### src/rtl/pc_sequencer_if.sv
// Fetch-stage bus between the pipeline control and the PC sequencer.
// The master side issues stalls and redirects, and the slave side returns the fetch address and status.
interface pc_sequencer_if #(
    parameter int unsigned WIDTH = 32
);
    logic             stall;
    logic             br_taken;
    logic [WIDTH-1:0] br_target;
    logic             jmp;
    logic [WIDTH-1:0] jmp_target;
    logic [WIDTH-1:0] pc_out;
    logic [WIDTH-1:0] pc_plus_out;
    logic             valid;
    logic             flush;
    logic             redirect_pending;
    logic             misalign;

    modport master (
        output stall, br_taken, br_target, jmp, jmp_target,
        input  pc_out, pc_plus_out, valid, flush, redirect_pending, misalign
    );

    modport slave (
        input  stall, br_taken, br_target, jmp, jmp_target,
        output pc_out, pc_plus_out, valid, flush, redirect_pending, misalign
    );
endinterface

### src/rtl/pc_sequencer.sv
// Program-counter sequencer for the fetch stage. It handles stalls and branch/jump redirects, and it replays redirects that were captured during a stall.
// Optional target alignment check: define PC_ALIGN_CHK_EN.
module pc_sequencer #(
    parameter int unsigned      WIDTH      = 32,
    parameter int unsigned      STEP       = 1,
    parameter logic [WIDTH-1:0] RESET_VEC  = '0,
    parameter int unsigned      ALIGN_BITS = 0
) (
    input logic           clk,
    input logic           rst_n,
    pc_sequencer_if.slave bus
);
`ifdef PC_ALIGN_CHK_EN
    localparam bit CHK_EN = 1'b1;
`else
    localparam bit CHK_EN = 1'b0;
`endif
    localparam logic [WIDTH-1:0] STEP_W     = WIDTH'(STEP);
    localparam logic [WIDTH-1:0] ALIGN_MASK = WIDTH'((64'd1 << ALIGN_BITS) - 64'd1);

    typedef enum logic {RUN, PEND} state_t;

    state_t           state_q, state_d;
    logic [WIDTH-1:0] pc_q, pc_d;
    logic [WIDTH-1:0] pc_plus_q, pc_plus_d;
    logic [WIDTH-1:0] pend_tgt_q, pend_tgt_d;
    logic             pend_is_br_q, pend_is_br_d;
    logic             valid_q, flush_q, flush_d, mis_q, mis_d;
    logic             redirect;
    logic [WIDTH-1:0] sel_raw, rel_raw;

    function automatic logic [WIDTH-1:0] align_tgt(input logic [WIDTH-1:0] raw);
        return CHK_EN ? (raw & ~ALIGN_MASK) : raw;
    endfunction

    function automatic logic tgt_bad(input logic [WIDTH-1:0] raw);
        return CHK_EN && ((raw & ALIGN_MASK) != '0);
    endfunction

    // The branch comes from the older instruction, so it wins over a jump in the same cycle.
    assign redirect = bus.br_taken | bus.jmp;
    assign sel_raw  = bus.br_taken ? bus.br_target : bus.jmp_target;
    assign rel_raw  = bus.br_taken ? bus.br_target : pend_tgt_q;

    always_comb begin
        // NOTE: every output gets a default first so no path can infer a latch.
        state_d      = state_q;
        pc_d         = pc_q;
        pc_plus_d    = pc_plus_q;
        pend_tgt_d   = pend_tgt_q;
        pend_is_br_d = pend_is_br_q;
        flush_d      = 1'b0;
        mis_d        = 1'b0;
        if (valid_q) begin
            unique case (state_q)
                RUN: begin
                    if (!bus.stall) begin
                        if (redirect) begin
                            pc_d      = align_tgt(sel_raw);
                            pc_plus_d = align_tgt(sel_raw) + STEP_W;
                            flush_d   = 1'b1;
                            mis_d     = tgt_bad(sel_raw);
                        end else begin
                            pc_d      = pc_plus_q;
                            pc_plus_d = pc_plus_q + STEP_W;
                        end
                    end else if (redirect) begin
                        pend_tgt_d   = align_tgt(sel_raw);
                        pend_is_br_d = bus.br_taken;
                        mis_d        = tgt_bad(sel_raw);
                        state_d      = PEND;
                    end
                end
                PEND: begin
                    if (bus.stall) begin
                        if (bus.br_taken) begin
                            pend_tgt_d   = align_tgt(bus.br_target);
                            pend_is_br_d = 1'b1;
                            mis_d        = tgt_bad(bus.br_target);
                        end else if (bus.jmp && !pend_is_br_q) begin
                            pend_tgt_d = align_tgt(bus.jmp_target);
                            mis_d      = tgt_bad(bus.jmp_target);
                        end
                    end else begin
                        // A jump arriving on release is dropped because the flush kills its instruction.
                        pc_d      = align_tgt(rel_raw);
                        pc_plus_d = align_tgt(rel_raw) + STEP_W;
                        flush_d   = 1'b1;
                        mis_d     = tgt_bad(rel_raw);
                        state_d   = RUN;
                    end
                end
                default: state_d = RUN;
            endcase
        end
    end

    always_ff @(posedge clk or negedge rst_n) begin
        if (!rst_n) begin
            state_q      <= RUN;
            pc_q         <= RESET_VEC;
            pc_plus_q    <= RESET_VEC + STEP_W;
            pend_tgt_q   <= '0;
            pend_is_br_q <= 1'b0;
            valid_q      <= 1'b0;
            flush_q      <= 1'b0;
            mis_q        <= 1'b0;
        end else begin
            // NOTE: use non-blocking assignments so that all state updates together on the clock edge.
            state_q      <= state_d;
            pc_q         <= pc_d;
            pc_plus_q    <= pc_plus_d;
            pend_tgt_q   <= pend_tgt_d;
            pend_is_br_q <= pend_is_br_d;
            valid_q      <= 1'b1;
            flush_q      <= flush_d;
            mis_q        <= mis_d;
        end
    end

    assign bus.pc_out           = pc_q;
    assign bus.pc_plus_out      = pc_plus_q;
    assign bus.valid            = valid_q;
    assign bus.flush            = flush_q;
    assign bus.redirect_pending = (state_q == PEND);
    assign bus.misalign         = mis_q;
endmodule
### src/flat_wrapper.sv
// flat-port wrapper written by rule: the top's interface ports become plain ports
module pc_sequencer_flat 
#(
    parameter int unsigned      WIDTH      = 32,
    parameter int unsigned      STEP       = 1,
    parameter logic [WIDTH-1:0] RESET_VEC  = '0,
    parameter int unsigned      ALIGN_BITS = 0
)
  (clk, rst_n, bus_stall, bus_br_taken, bus_br_target, bus_jmp, bus_jmp_target, bus_pc_out, bus_pc_plus_out, bus_valid, bus_flush, bus_redirect_pending, bus_misalign);
  pc_sequencer_if #(.WIDTH(WIDTH)) bus_i ();
  input logic clk;
  input logic rst_n;
  input wire logic [$bits(bus_i.stall)-1:0] bus_stall;
  input wire logic [$bits(bus_i.br_taken)-1:0] bus_br_taken;
  input wire logic [$bits(bus_i.br_target)-1:0] bus_br_target;
  input wire logic [$bits(bus_i.jmp)-1:0] bus_jmp;
  input wire logic [$bits(bus_i.jmp_target)-1:0] bus_jmp_target;
  output wire logic [$bits(bus_i.pc_out)-1:0] bus_pc_out;
  output wire logic [$bits(bus_i.pc_plus_out)-1:0] bus_pc_plus_out;
  output wire logic [$bits(bus_i.valid)-1:0] bus_valid;
  output wire logic [$bits(bus_i.flush)-1:0] bus_flush;
  output wire logic [$bits(bus_i.redirect_pending)-1:0] bus_redirect_pending;
  output wire logic [$bits(bus_i.misalign)-1:0] bus_misalign;
  assign bus_i.stall = bus_stall;
  assign bus_i.br_taken = bus_br_taken;
  assign bus_i.br_target = bus_br_target;
  assign bus_i.jmp = bus_jmp;
  assign bus_i.jmp_target = bus_jmp_target;
  assign bus_pc_out = bus_i.pc_out;
  assign bus_pc_plus_out = bus_i.pc_plus_out;
  assign bus_valid = bus_i.valid;
  assign bus_flush = bus_i.flush;
  assign bus_redirect_pending = bus_i.redirect_pending;
  assign bus_misalign = bus_i.misalign;
  pc_sequencer #(.WIDTH(WIDTH), .STEP(STEP), .RESET_VEC(RESET_VEC), .ALIGN_BITS(ALIGN_BITS)) u_core (.clk(clk), .rst_n(rst_n), .bus(bus_i));
endmodule
### config.mk
export PLATFORM = sky130hd
export DESIGN_NAME = pc_sequencer_flat
export DESIGN_NICKNAME = d
export VERILOG_FILES = /design/src/rtl/pc_sequencer_if.sv /design/src/rtl/pc_sequencer.sv /design/src/flat_wrapper.sv
export SDC_FILE = /design/constraint.sdc
export NUM_CORES = 1
export LEC_CHECK = 0
export ABC_AREA = 1
export BUFFER_PORTS_ARGS = -buffer_cell sky130_fd_sc_hd__buf_2
export CORE_MARGIN = 5
export CORE_UTILIZATION = 45
export DETAILED_ROUTE_END_ITERATION = 12
export PLACE_DENSITY = 0.71
export SETUP_SLACK_MARGIN = 0.15
export SLEW_MARGIN = 10
export SYNTH_ARGS = -nofsm -noshare
export SYNTH_HDL_FRONTEND = slang
export SYNTH_SLANG_ARGS = --single-unit
### constraint.sdc
create_clock -name clk -period 1.9 [get_ports clk]
set_input_delay 0.19 -clock clk [delete_from_list [all_inputs] [get_ports clk]]
set_output_delay 0.19 -clock clk [all_outputs]
set_load 0.1 [all_outputs]
== Word-level counts from Yosys, hierarchy flattened ==
Index checks and enable logic that the tools add are counted.

* Magnitude comparators: 0
* $add $sub $neg: 3
* Equal/unequal tests: 7
* Reduce and logical (&&, ||, !) cells: 5
* Multiply operators: 0
* Muxes and demuxes: 29
* Shifts and indexed selects: 0
* Divide/modulo/power cells: 0
* Bitwise gates (word level): 2

{| class="wikitable"
|+ Operators by type and width
! kind !! count
|-
| two-way mux 32 bit || 13
|-
| one-hot mux 32 bit (2 select lines) || 3
|-
| adder 32 x 1 -> 32 bit (second input constant) || 3
|-
| two-way mux 1 bit || 10
|-
| != test 2 bit (second input constant) || 5
|-
| AND reduction 5 bit || 2
|-
| one-hot mux 1 bit (2 select lines) || 3
|-
| != test 3 bit (second input constant) || 1
|-
| AND reduction 3 bit || 1
|-
| != test 2 x 1 -> 1 bit (second input constant) || 1
|-
| logical AND 1 bit || 1
|-
| logical NOT 1 bit || 1
|-
| NOT 1 bit || 1
|-
| OR 1 bit || 1
|}

* ROM bits: 0
* Input bits: 69
* Latch bits: 0
* Logic and storage cells: 53
* Memories: 0
* Bits in writable memories: 0
* Output and inout bits: 68
* Bits in registers: 100

== Logic depth before layout (Yosys ltp) ==
* Depth in word-level cells: 6
* Gate-level depth with buffers: 16
* Gate-level depth less buffers: 14

== Worst setup path before layout ==
Ideal clock, no wire load.

* Kind: register to register
* Start: register u_core.state_q, in the netlist u_core.bus.redirect_pending
* End: register u_core.pc_plus_q[30], in the netlist u_core.bus.pc_plus_out[30]
* Buffers on the path: 1
* Path slack: -544 ps
* Clock period less this slack: 2444 ps
* Required time: 1773 ps
* Arrival: 2317 ps
* Library setup time: 127 ps
* Stages on the path, launching flop included: 15
* Cell sequence: dfrtp_1 buf_4 inv_4 nand2_2 nor2_2 nand2_1 nand3_1 ha_1 inv_1 nor2_4 nand2_1 nor2_4 nand2_1 nand3_1 nand3_1

* Longest elaborated chain between the ends: 3
* Elaborated cells between the ends (all ways): 5
* Those cells by class: eq/ne: 2; mux: 1; bitwise: 1; reduce/logical: 1

{| class="wikitable"
|+ RTL lines
! item !! RTL line !! RTL
|-
| from (decl) || pc_sequencer.sv:23 || <nowiki>state_t state_q, state_d;</nowiki>
|-
| from (signal assigned) || pc_sequencer.sv:110 || <nowiki>state_q <= state_d;</nowiki>
|-
| NOT 1 bit || - ||
|-
| != test 2 bit (no source line) || - ||
|-
| AND reduction 3 bit (no source line) || - ||
|-
| to (signal assigned) || pc_sequencer.sv:102 || <nowiki>pc_plus_q <= RESET_VEC + STEP_W;</nowiki>
|-
| to (signal assigned) || pc_sequencer.sv:112 || <nowiki>pc_plus_q <= pc_plus_d;</nowiki>
|-
| to (decl) || pc_sequencer.sv:25 || <nowiki>logic [WIDTH-1:0] pc_plus_q, pc_plus_d;</nowiki>
|}

Parallel ways exist; a longest one is shown, timed or not.
A chain may end at the register's enable or synchronous reset.

== Final worst setup path ==
* Start: register u_core.state_q, in the netlist u_core.bus.redirect_pending
* End: register u_core.pc_plus_q[23], in the netlist u_core.bus.pc_plus_out[23]

Same word-level chain as after synthesis.

==> parameters.txt <==
Parameter                              Value

Min path
  Path category of the worst min-delay check    input port to flip-flop

Route
  Average routed wire per standard cell    15.33 microns
  Pre-Repair DR Iteration Count    7
  Post-DRT Antenna Nets    0
  Drt drc    0
  Drt total wl    19320 microns
  Vias per cell    5.190
  Number of vias after detailed routing    6540
  Number of DRC markers after the initial detailed-route iteration    520

Setup path
  Worst r2r dst    u_core.bus.pc_plus_out[23]
  Critical Path RT    2.15 ns
  Critical Path End    u_core.bus.pc_plus_out[23]
  CP startpoint    u_core.bus.redirect_pending
  Critical path type    flip-flop to flip-flop
  Maximum fanout along the worst path    12
  Crit end category    flip-flop
  Category of the worst setup path launch point    flip-flop
  Reg2reg path depth    14
  Worst path arrival time    2.27 ns
  Critical register-to-register path startpoint    u_core.bus.redirect_pending
  Register-to-register setup slack    -0.12 ns

Power and ir drop
  Largest voltage drop on the vdd net    1.001 mV
  Switching Share    49.73%
  Part of the power in registers    32.0%
  Cell Pwr Density    1099 nW/um^2
  Leakage power    4.254 nW
  Internal power summed over all cells    4.528 mW
  Switching power    4.480 mW
  Portion of total power attributed to the clock network    19.2%
  Part of the total power dissipated in combinational logic    48.7%

Cells and area
  Share of the core filled with cells    61.91%
  Layout area overhead    34.59%
  Filler cells    1249
  Share of final-layout standard cells stronger than drive strength 1    32.75%
  Number of diodes added for antenna fixing    0
  Final net count    1149

Floorplan
  Row cnt    42
  Starting density of the core    46.00%
  Die area    15960 sq um
  CORE AREA    13240 sq um
  Floorplan die height    126.4 microns
  Number of I/O pins    137
  Die outline width    126.4 microns

Synthesis
  Share of the synthesized area in the top cell type    40.67%
  Synth async-reset ratio    100.0%
  Cell type with the highest aggregate area in the netlist    dfrtp_1
  Distinct cells, synth    37
  YS warnings    0
  Most frequent cell after synthesis    nand2_1
  Yosys reg bits    100
  Syn Nets    954
  Share of synthesized area occupied by flip-flops and latches    41.10%
  EDFF count, synth    0
  Netlist area before placement    6092 sq um
  Count of mapped cells out of synthesis    884
  Synth top cells by count    nand2_1, nor2_1, dfrtp_1
  Top_reg_cell synth    dfrtp_1
  Mean area per synthesized cell    6.892 sq um
  Top cells by area in the synthesized netlist    dfrtp_1, nand2_1, nor2_1

Global route
  Combined global-route utilization of all metal layers    23.35%
  First-pass GRT wire length    30330 microns
  Global route overflow    0
  Number of antenna violations at the first check in global routing    0
  Via count of the first global-routing pass    6064
  Largest net degree at the start of global routing    65

Clocking
  Maximum buffer depth of the clock tree    2
  Max H-tree Level    3
  Clock transition at path regs    0.07 ns
  Clock tree from TritonCTS    yes
  Num Clock Sinks    100
  Number of buffers inserted during clock tree synthesis    9
  Clock root buffer master    clkbuf_16
  Clock latency at the later pin of the worst-skew pair    0.35 ns

Placed design
  Routability cong.    0.8945
  DP Worst Slack    -0.1570 ns
  Detailed placement HPWL    14260 microns
  Number of port buffers    135

Timing
  Final Critical Period    2.025 ns
  Worst hold margin    0.1117 ns
  Final setup margin    -0.1247 ns
  Max Clock Skew    0.01113 ns
  Number of failing hold endpoints at the final stage    0
  Maximum achievable frequency    493.9 MHz
  Final slew viol count    0
  RSZ-0062 raised after global routing    true
  Final period utilization    106.6%
  Setup violation total in the final timing report    27

Outcome
  Outcome    complete, but fails checks
  Failing checks    negative setup slack

Job
  Max_cap viols    0
-- cells in the final DEF, fill, tap and decap left out, types with 10 or more instances in the layout --
master and count:
nand2_2 21, nand3_1 47, dfrtp_1 93, buf_12 11, nor2_2 11, buf_2 133
o21ai_1 13, buf_4 75, clkbuf_16 10, nor2_4 18, inv_1 37, nand2_1 360
a31oi_1 21, nor2_1 96, nand3_2 28, o21ai_0 32
-- registers in the layout (all words and copies together) (netlist names) --
register,count
u_core.bus.pc_out,32
u_core.bus.flush,1
u_core.bus.redirect_pending,1
u_core.pend_tgt_q,32
u_core.pend_is_br_q,1
u_core.bus.valid,1
u_core.bus.pc_plus_out,32
-- area by class of cell --
class / instances / area (sq um) / area share [%]
multi-input combinational: 695 / 3447 / 42.04
clock buffer: 12 / 246.5 / 3.006
clock inverter: 4 / 25.02 / 0.3052
timing repair buffer: 228 / 1563 / 19.06
sequential: 100 / 2516 / 30.69
inverter: 45 / 181.4 / 2.213
tap: 176 / 220.2 / 2.686
-- through the flow --
stage	total power, mW	setup TNS (ns)	cell area (sq um)	cells
6_report	9.008	-1.531	8199	1260
5_1_grt	9.432	-4.180	8199	1260
4_1_cts	8.939	-0.4689	7981	1250
3_5_place_dp	7.124	-1.667	7518	1225
3_3_place_gp	7.089	-1.307	7518	1225
2_1_floorplan	6.043	-1.757	6238	884
-- cell families (layout without fill, tap and decap cells) --
group                      Yosys count  after routing  synth area share, %
buffers and inverters               89            289                7.394
other                                2              2               0.1233
xor gates and xnor gates             4              4               0.5752
adders and majority gates            1              1               0.2053
AOI/OAI and AO/OA                   84             84                7.599
DFF                                100            100                41.10
and+or+nand+nor                    604            604                43.01
-- metal layers --
layer	up-vias	global-route usage, %	routed length (microns)
met3	34	4.498	1461
met2	279	38.45	9303
li1	3188	-	-
met4	0	7.508	462
met1	3039	31.15	8088
met5	-	0	0
-- critical path, cell delays in order, from the launching register on --
cell and delay (ns):
dfrtp_4 0.55, inv_8 0.09, buf_12 0.12, buf_4 0.11, nand3_1 0.09, nand3_2 0.14, nand2_2 0.09, nor2_4 0.17
nand2_4 0.10, nor2_4 0.17, nand2_2 0.08, nand2_1 0.06, nand2_1 0.05, nand2_1 0.05, inv_1 0.03
-- how the worst min path moves through the flow --
stage | end | slack, ns | from | cells after the start
after detailed placement | u_core.bus.valid | 0.15 | rst_n | 1
after floorplan | u_core.bus.flush | -0.11 | rst_n | 0
after global placement | u_core.bus.valid | 0.15 | rst_n | 1
final | u_core.pend_tgt_q[11] | 0.11 | bus_jmp_target[11] | 3
after global routing | u_core.pend_tgt_q[11] | 0.13 | bus_jmp_target[11] | 3
after CTS | u_core.pend_tgt_q[11] | 0.10 | bus_jmp_target[11] | 3
-- power groups by stage --
stage | clock [mW] | combinational, mW | sequential, mW
after CTS | 1.77 | 4.29 | 2.88
after global placement | 0 | 4.18 | 2.91
after detailed placement | 0 | 4.21 | 2.91
after global routing | 1.85 | 4.66 | 2.93
after floorplan | 0 | 1.21 | 4.83
final | 1.73 | 4.39 | 2.89
-- timing repair --
action	CTS	global route
resized for setup	36	28
hold endpoints to repair	25	0
cloned	0	1
hold buffers	1	0
endpoints found under the setup margin	30	58
setup buffers	8	9
pin swaps	16	16
No activity file was read; power rests on OpenSTA's default activity.
